<file path="src/rtl/clk_div_bank.sv">
// Bank of independent programmable clock dividers: each channel toggles a square
// wave and pulses a one-cycle tick every term+1 enabled clk_in cycles.
module clk_div_bank #(
    parameter int                        NUM_CH    = 3,
    parameter int                        CNT_W     = 27,
    parameter logic [NUM_CH*CNT_W-1:0]   INIT_TERM = {27'd2_999_999, 27'd4_999_999, 27'd100_000}
) (
    input  logic                      clk_in,
    input  logic                      rst_n,
    input  logic [NUM_CH-1:0]         en,
    input  logic                      sync_clr,
    input  logic                      cfg_wr,
    input  logic [2:0]                cfg_ch,
    input  logic [CNT_W-1:0]          cfg_val,
    output logic [NUM_CH-1:0]         divided_clk,
    output logic [NUM_CH-1:0]         tick,
    output logic [NUM_CH*CNT_W-1:0]   term_out
);

    for (genvar i = 0; i < NUM_CH; i++) begin : g_ch
        logic [CNT_W-1:0] r_cnt;
        logic [CNT_W-1:0] r_term;
        logic             r_dclk;
        logic             r_tick;
        logic             w_wr_hit;

        assign w_wr_hit = cfg_wr & (cfg_ch == 3'(i));

        // Terminal value register; a write lands even alongside sync_clr.
        always_ff @(posedge clk_in or negedge rst_n) begin
            if (!rst_n) begin
                r_term <= INIT_TERM[i*CNT_W +: CNT_W];
            end else if (w_wr_hit) begin
                r_term <= cfg_val;
            end else begin
                r_term <= r_term;
            end
        end

        // Counter, square wave and tick; a rate change restarts the count but keeps the level.
        always_ff @(posedge clk_in or negedge rst_n) begin
            if (!rst_n) begin
                r_cnt  <= {CNT_W{1'b0}};
                r_dclk <= 1'b0;
                r_tick <= 1'b0;
            end else if (sync_clr) begin
                r_cnt  <= {CNT_W{1'b0}};
                r_dclk <= 1'b0;
                r_tick <= 1'b0;
            end else if (w_wr_hit) begin
                r_cnt  <= {CNT_W{1'b0}};
                r_tick <= 1'b0;
            end else if (!en[i]) begin
                r_tick <= 1'b0;
            end else if (r_cnt == r_term) begin
                r_cnt  <= {CNT_W{1'b0}};
                r_dclk <= ~r_dclk;
                r_tick <= 1'b1;
            end else begin
                r_cnt  <= r_cnt + {{(CNT_W-1){1'b0}}, 1'b1};
                r_tick <= 1'b0;
            end
        end

        assign divided_clk[i]             = r_dclk;
        assign tick[i]                    = r_tick;
        assign term_out[i*CNT_W +: CNT_W] = r_term;
    end

endmodule

</file>
<file path="config.mk">
export PLATFORM = sky130hd
export DESIGN_NAME = clk_div_bank
export DESIGN_NICKNAME = d
export VERILOG_FILES = /design/src/rtl/clk_div_bank.sv
export SDC_FILE = /design/constraint.sdc
export NUM_CORES = 1
export LEC_CHECK = 0
export BUFFER_PORTS_ARGS = -buffer_cell sky130_fd_sc_hd__buf_4
export CELL_PAD_IN_SITES_DETAIL_PLACEMENT = 0
export CELL_PAD_IN_SITES_GLOBAL_PLACEMENT = 1
export CORE_ASPECT_RATIO = 0.75
export CORE_MARGIN = 1.5
export CORE_UTILIZATION = 35
export DETAILED_ROUTE_END_ITERATION = 8
export PLACE_DENSITY_LB_ADDON = 0.2
export SYNTH_ARGS = -nofsm -noshare
export SYNTH_HDL_FRONTEND = slang
export SYNTH_SLANG_ARGS = --single-unit
</file>
<file path="constraint.sdc">
create_clock -name clk_in -period 2.8 [get_ports clk_in]
set_input_delay 0.14 -clock clk_in [delete_from_list [all_inputs] [get_ports clk_in]]
set_output_delay 0.14 -clock clk_in [all_outputs]
set_load 0.02 [all_outputs]
</file>
# [Yosys cells after proc, flatten, opt, wreduce, memory -nomap -nowiden]
# Cells that the tools add are included.
# W data, S select, Z words.
[totals] ff_bits=168 input_bits=37 output_inout_bits=87
[op_classes] n_addsub=3 eq_ne=8 muxes=36 bitwise_logic=6 reduce_logical=13
[ops] cell="$mux W27" n=12
[ops] cell="$add A27 B1 Y27 const B" n=3
[ops] cell="$eq A27 B27 Y1" n=3
[ops] cell="$mux W1" n=24
[ops] cell="$reduce_bool A2 Y1" n=6
[ops] cell="$reduce_and A3 Y1" n=3
[ops] cell="$reduce_bool A3 Y1" n=3
[ops] cell="$ne A2 B2 Y1 const B" n=3
[ops] cell="$and A1 B1 Y1" n=3
[ops] cell="$eq A3 B1 Y1 const B" n=1
[ops] cell="$eq A3 B2 Y1 const B" n=1
[ops] cell="$logic_not A3 Y1" n=1
[ops] cell="$not A1 Y1" n=3

# [Logic depth before layout (Yosys ltp)]
[depth] ltp_word=5 depth_mapped=8 depth_no_buf=7

# [Least setup slack after synthesis]
# OpenSTA, ideal clock, no wires.
[synth_path] kind="reg-to-reg" from="register g_ch[0].r_term[10]" to="register g_ch[0].r_cnt[18]" setup_ns=0.119 arrival_time_ns=1.950 setup_slack_ns=0.731 stages_incl_launch_ff=9 path_buffers=2 synth_period_minus_slack_ns=2.069 path_cell_list="dfstp_2 > xor2_1 > nor4_1 > nand4_1 > nor4_4 > a21o_1 > buf_4 > buf_4 > nor2_1"
[synth_between] elab_chain_len=5
[synth_rtl] element="start, declared" line="22" text="logic [CNT_W-1:0] r_term;"
[synth_rtl] element="start signal, assigned" line="32" text="r_term <= INIT_TERM[i*CNT_W +: CNT_W];"
[synth_rtl] element="start signal, assigned" line="34" text="r_term <= cfg_val;"
[synth_rtl] element="start signal, assigned" line="36" text="r_term <= r_term;"
[synth_rtl] element="$eq A27 B27 Y1" line="55" text="end else if (r_cnt == r_term) begin"
[synth_rtl] element="$mux W27" line="55"
[synth_rtl] element="$mux W27" line="53" text="end else if (!en[i]) begin"
[synth_rtl] element="$mux W27" line="50" text="end else if (w_wr_hit) begin"
[synth_rtl] element="$mux W27" line="46" text="end else if (sync_clr) begin"
[synth_rtl] element="end signal, assigned" line="47" text="r_cnt <= {CNT_W{1'b0}};"
[synth_rtl] element="end signal, assigned" line="51" text="r_cnt <= {CNT_W{1'b0}};"
[synth_rtl] element="end signal, assigned" line="56" text="r_cnt <= {CNT_W{1'b0}};"
[synth_rtl] element="end, declared" line="21" text="logic [CNT_W-1:0] r_cnt;"
# No other way between the ends. The select of a mux whose other input is x is not followed.
# A chain may end at the register's enable or synchronous reset.

# [Final worst setup path]
[layout_path] from="register g_ch[1].r_term[18]" to="register g_ch[1].r_cnt[7]"
[layout_between] elab_chain_len=5
[layout_rtl] element="start, declared" line="22"
[layout_rtl] element="start signal, assigned" line="32"
[layout_rtl] element="start signal, assigned" line="34"
[layout_rtl] element="start signal, assigned" line="36"
[layout_rtl] element="$eq A27 B27 Y1" line="55"
[layout_rtl] element="$mux W27" line="55"
[layout_rtl] element="$mux W27" line="53"
[layout_rtl] element="$mux W27" line="50"
[layout_rtl] element="$mux W27" line="46"
[layout_rtl] element="end signal, assigned" line="47"
[layout_rtl] element="end signal, assigned" line="51"
[layout_rtl] element="end signal, assigned" line="56"
[layout_rtl] element="end, declared" line="21"
# No other way between the ends. The select of a mux whose other input is x is not followed.

==> results.cfg <==
[outcome]
status = finished clean

[global_route]
grt-ovfl-total = 0
track_usage_pct = 22.0
grt_max_degree = 74
grt_pass1_wl_um = 40800
antenna_found_initial = 0
grt_pass1_vias = 6618

[drt]
drtIter0Drc = 409
vias_per_cell = 5.08
dr.pass1.iters = 4
wl_per_cell_um = 19.6
antenna_left = 0
routed_wl_um = 26200
drc_errors = 0
num_vias = 6790

[die]
dieArea_um2 = 25000
dieHeight_um = 137
die_w_um = 182
fp.coreArea_um2 = 23300
initial_core_util_pct = 36.2
ioPinCount = 124
rows = 48

[timing]
hold_violations = 0
setup_viol_count_final = 0
worst_pin_slew_ps = 957
min_period_over_period_pct = 85.4
clock.fmax_mhz = 418
finClkSkew_ps = 15.8
rsz0062_at_grt = no
slew_viol_final = 0
min_period_ps = 2390
fin_setup_tns_ps = 0
slew_headroom_pct = 35.4

[setup_path]
setup.worst_path.end_class = register
cp_max_fo = 13
crit_type = reg -> reg
cp.required_ps = 3100
worstSetupStartpointType = register
r2r_cells = 7
r2r-end = g_ch[1].r_cnt[7]$_DFFE_PN0P_
r2r_start = g_ch[1].r_term[18]$_DFFE_PN1P_
rrSetupSlack_ps = 410
critPathArrivalTime_ps = 2690

[pwr]
power.clock.fraction_pct = 34.1
internal_power_mw = 4.70
seqPwrFrac_pct = 44.6
power.switching_fraction_pct = 31.9
power.density_nw_per_um2 = 651
finalPower_mw = 6.91
p_switching_mw = 2.21
leakage_nw = 4.75
ir_worst_vdd_mv = 0.456
comb_power_share_pct = 21.2

[hold_path]
min_from = en[1]
min_to = g_ch[1].r_tick$_DFF_PN0_
hold_path_class = in -> reg
hold_depth = 2

[synth]
synth_top_area_share_pct = 39.8
yosysTopAreaCell = dfrtp_1
async_flop_share_pct = 100
synth.area.top_cells = dfrtp_1 40%, dfstp_2 11%, xnor2_1 10%
synth_seq_cells = 168
synth_nets = 914
synth_commonest_cells = 195 x nand2_1, 134 x dfrtp_1, 97 x xnor2_1
yosysWarnings = 0
syn_avg_cell_area_um2 = 9.64
synth_ff_type = dfrtp_1
yosysSeqAreaShare_pct = 50.4
netlist_instances = 874
synth.most_common_cell = nand2_1
synth-edff-count = 0
synthesis.area_um2 = 8430
ys_types = 52

[clock_network]
path_clk_slew_ps = 70
cts_inserted_buffers = 17
cts_max_level = 4
ctsResizeCount = 0
ctsRootBufferMaster = clkbuf_16
clock_sinks = 168
cts_tree = built
clock_latency_ps = 440
post_cts.repair.setup_buffers = 0
postCtsHoldBufs = 30
clockBufferDepth = 2

[final_layout]
final_layout_size_suffix_gt1_share_pct = 23.8
nFillCells = 2280
antenna_cells = 0
area_growth_pct = 25.9
fin_nets = 1064

[flow_run]
maxCapViolations = 0

[placement]
dp_hpwl_um = 19500
finalWeightedCongestion = 0.830
port_buffers = 123
-- final cells by class --
| type | count | area (µm²) | share of cell area, % |
|---|---|---|---|
| Clock buffer | 21 | 460 | 4.34 |
| Clock inverter | 11 | 114 | 1.07 |
| Inverter | 12 | 45.0 | 0.424 |
| Multi-Input combinational cell | 653 | 3980 | 37.5 |
| Sequential cell | 168 | 4250 | 40.0 |
| Tap cell | 300 | 375 | 3.54 |
| Timing Repair Buffer | 172 | 1400 | 13.1 |
-- sequential cells by signal, summed over array words and instances, names as in the netlist --
name         cells
g_ch.r_cnt      81
g_ch.r_dclk      3
g_ch.r_term     81
g_ch.r_tick      3
-- cell usage in the layout, fill, tap and decap left out, types with 6 or more instances in the layout --
master	count
and3_1	22
nor2_1	83
a21oi_1	10
buf_4	139
dfrtp_1	134
mux2_2	27
clkbuf_16	17
nand4_1	33
nand3_1	43
a31oi_1	6
nor3_1	13
dfstp_2	34
o31ai_1	7
nand2_1	195
xor2_1	47
nor4_1	10
and2_1	8
dlygate4sd3_1	30
inv_1	12
xnor2_1	97
-- through the flow --
step / cells / worst slack (ps) / utilization [%] / hold slack (ps) / area [µm²]
floorplan: 874 / 731 / - / -156 / 8430
global placement: 1275 / 463 / 41.8 / 143 / 9740
detailed placement: 1275 / 466 / 41.8 / 152 / 9740
CTS: 1337 / 420 / 45.5 / 38.2 / 10600
global route: 1337 / 297 / 45.5 / 45.7 / 10600
finish: 1337 / 408 / 45.5 / 58.6 / 10600
-- kinds of logic after synthesis --
family                   after synthesis  share of synthesized area, %
flip-flops                           168                          50.4
XOR/XNOR                             144                          15.0
AND/OR/NAND/NOR                      434                          24.0
multiplexers                          27                          3.61
adder cells (fa/ha/maj)                3                         0.445
AO/OA/AOI/OAI                         45                          3.73
buffers and inverters                 53                          2.88
-- routing by layer --
layer | routed length, µm | up-vias | GRT usage (%)
met1 | 13400 | 3398 | 32.9
li1 | - | 3215 | -
met3 | 1060 | 24 | 4.18
met4 | 282 | 0 | 4.36
met2 | 11400 | 153 | 33.1
met5 | 0 | - | 0
-- worst max-delay path, cell delays in order, from the launching register on --
cell and delay [ps]:
dfstp_2 590, xnor2_1 160, nand4_1 210, nor4_1 370, buf_4 200, and2_1 200
a21o_1 420, nor2_1 110
-- power by group through the flow --
stage	sequential [mW]	clock, mW	combinational (mW)
3_5_place_dp	3.13	0	1.44
5_1_grt	3.12	2.51	1.59
2_1_floorplan	3.29	0	0.492
3_3_place_gp	3.13	0	1.44
6_report	3.08	2.36	1.47
4_1_cts	3.09	2.39	1.49
-- worst max path at each step --
stage	depth (start not counted)	from	slack (ps)	to
3_3_place_gp	7	g_ch[1].r_term[18]$_DFFE_PN1P_	460	g_ch[1].r_cnt[2]$_DFFE_PN0P_
2_1_floorplan	8	g_ch[0].r_term[10]$_DFFE_PN1P_	730	g_ch[0].r_cnt[18]$_DFFE_PN0P_
6_report	7	g_ch[1].r_term[18]$_DFFE_PN1P_	410	g_ch[1].r_cnt[7]$_DFFE_PN0P_
4_1_cts	7	g_ch[1].r_term[18]$_DFFE_PN1P_	420	g_ch[1].r_cnt[7]$_DFFE_PN0P_
3_5_place_dp	7	g_ch[1].r_term[18]$_DFFE_PN1P_	470	g_ch[1].r_cnt[7]$_DFFE_PN0P_
5_1_grt	7	g_ch[1].r_cnt[17]$_DFFE_PN0P_	300	g_ch[1].r_cnt[7]$_DFFE_PN0P_
Note: power is estimated with default switching activity, not from simulation.
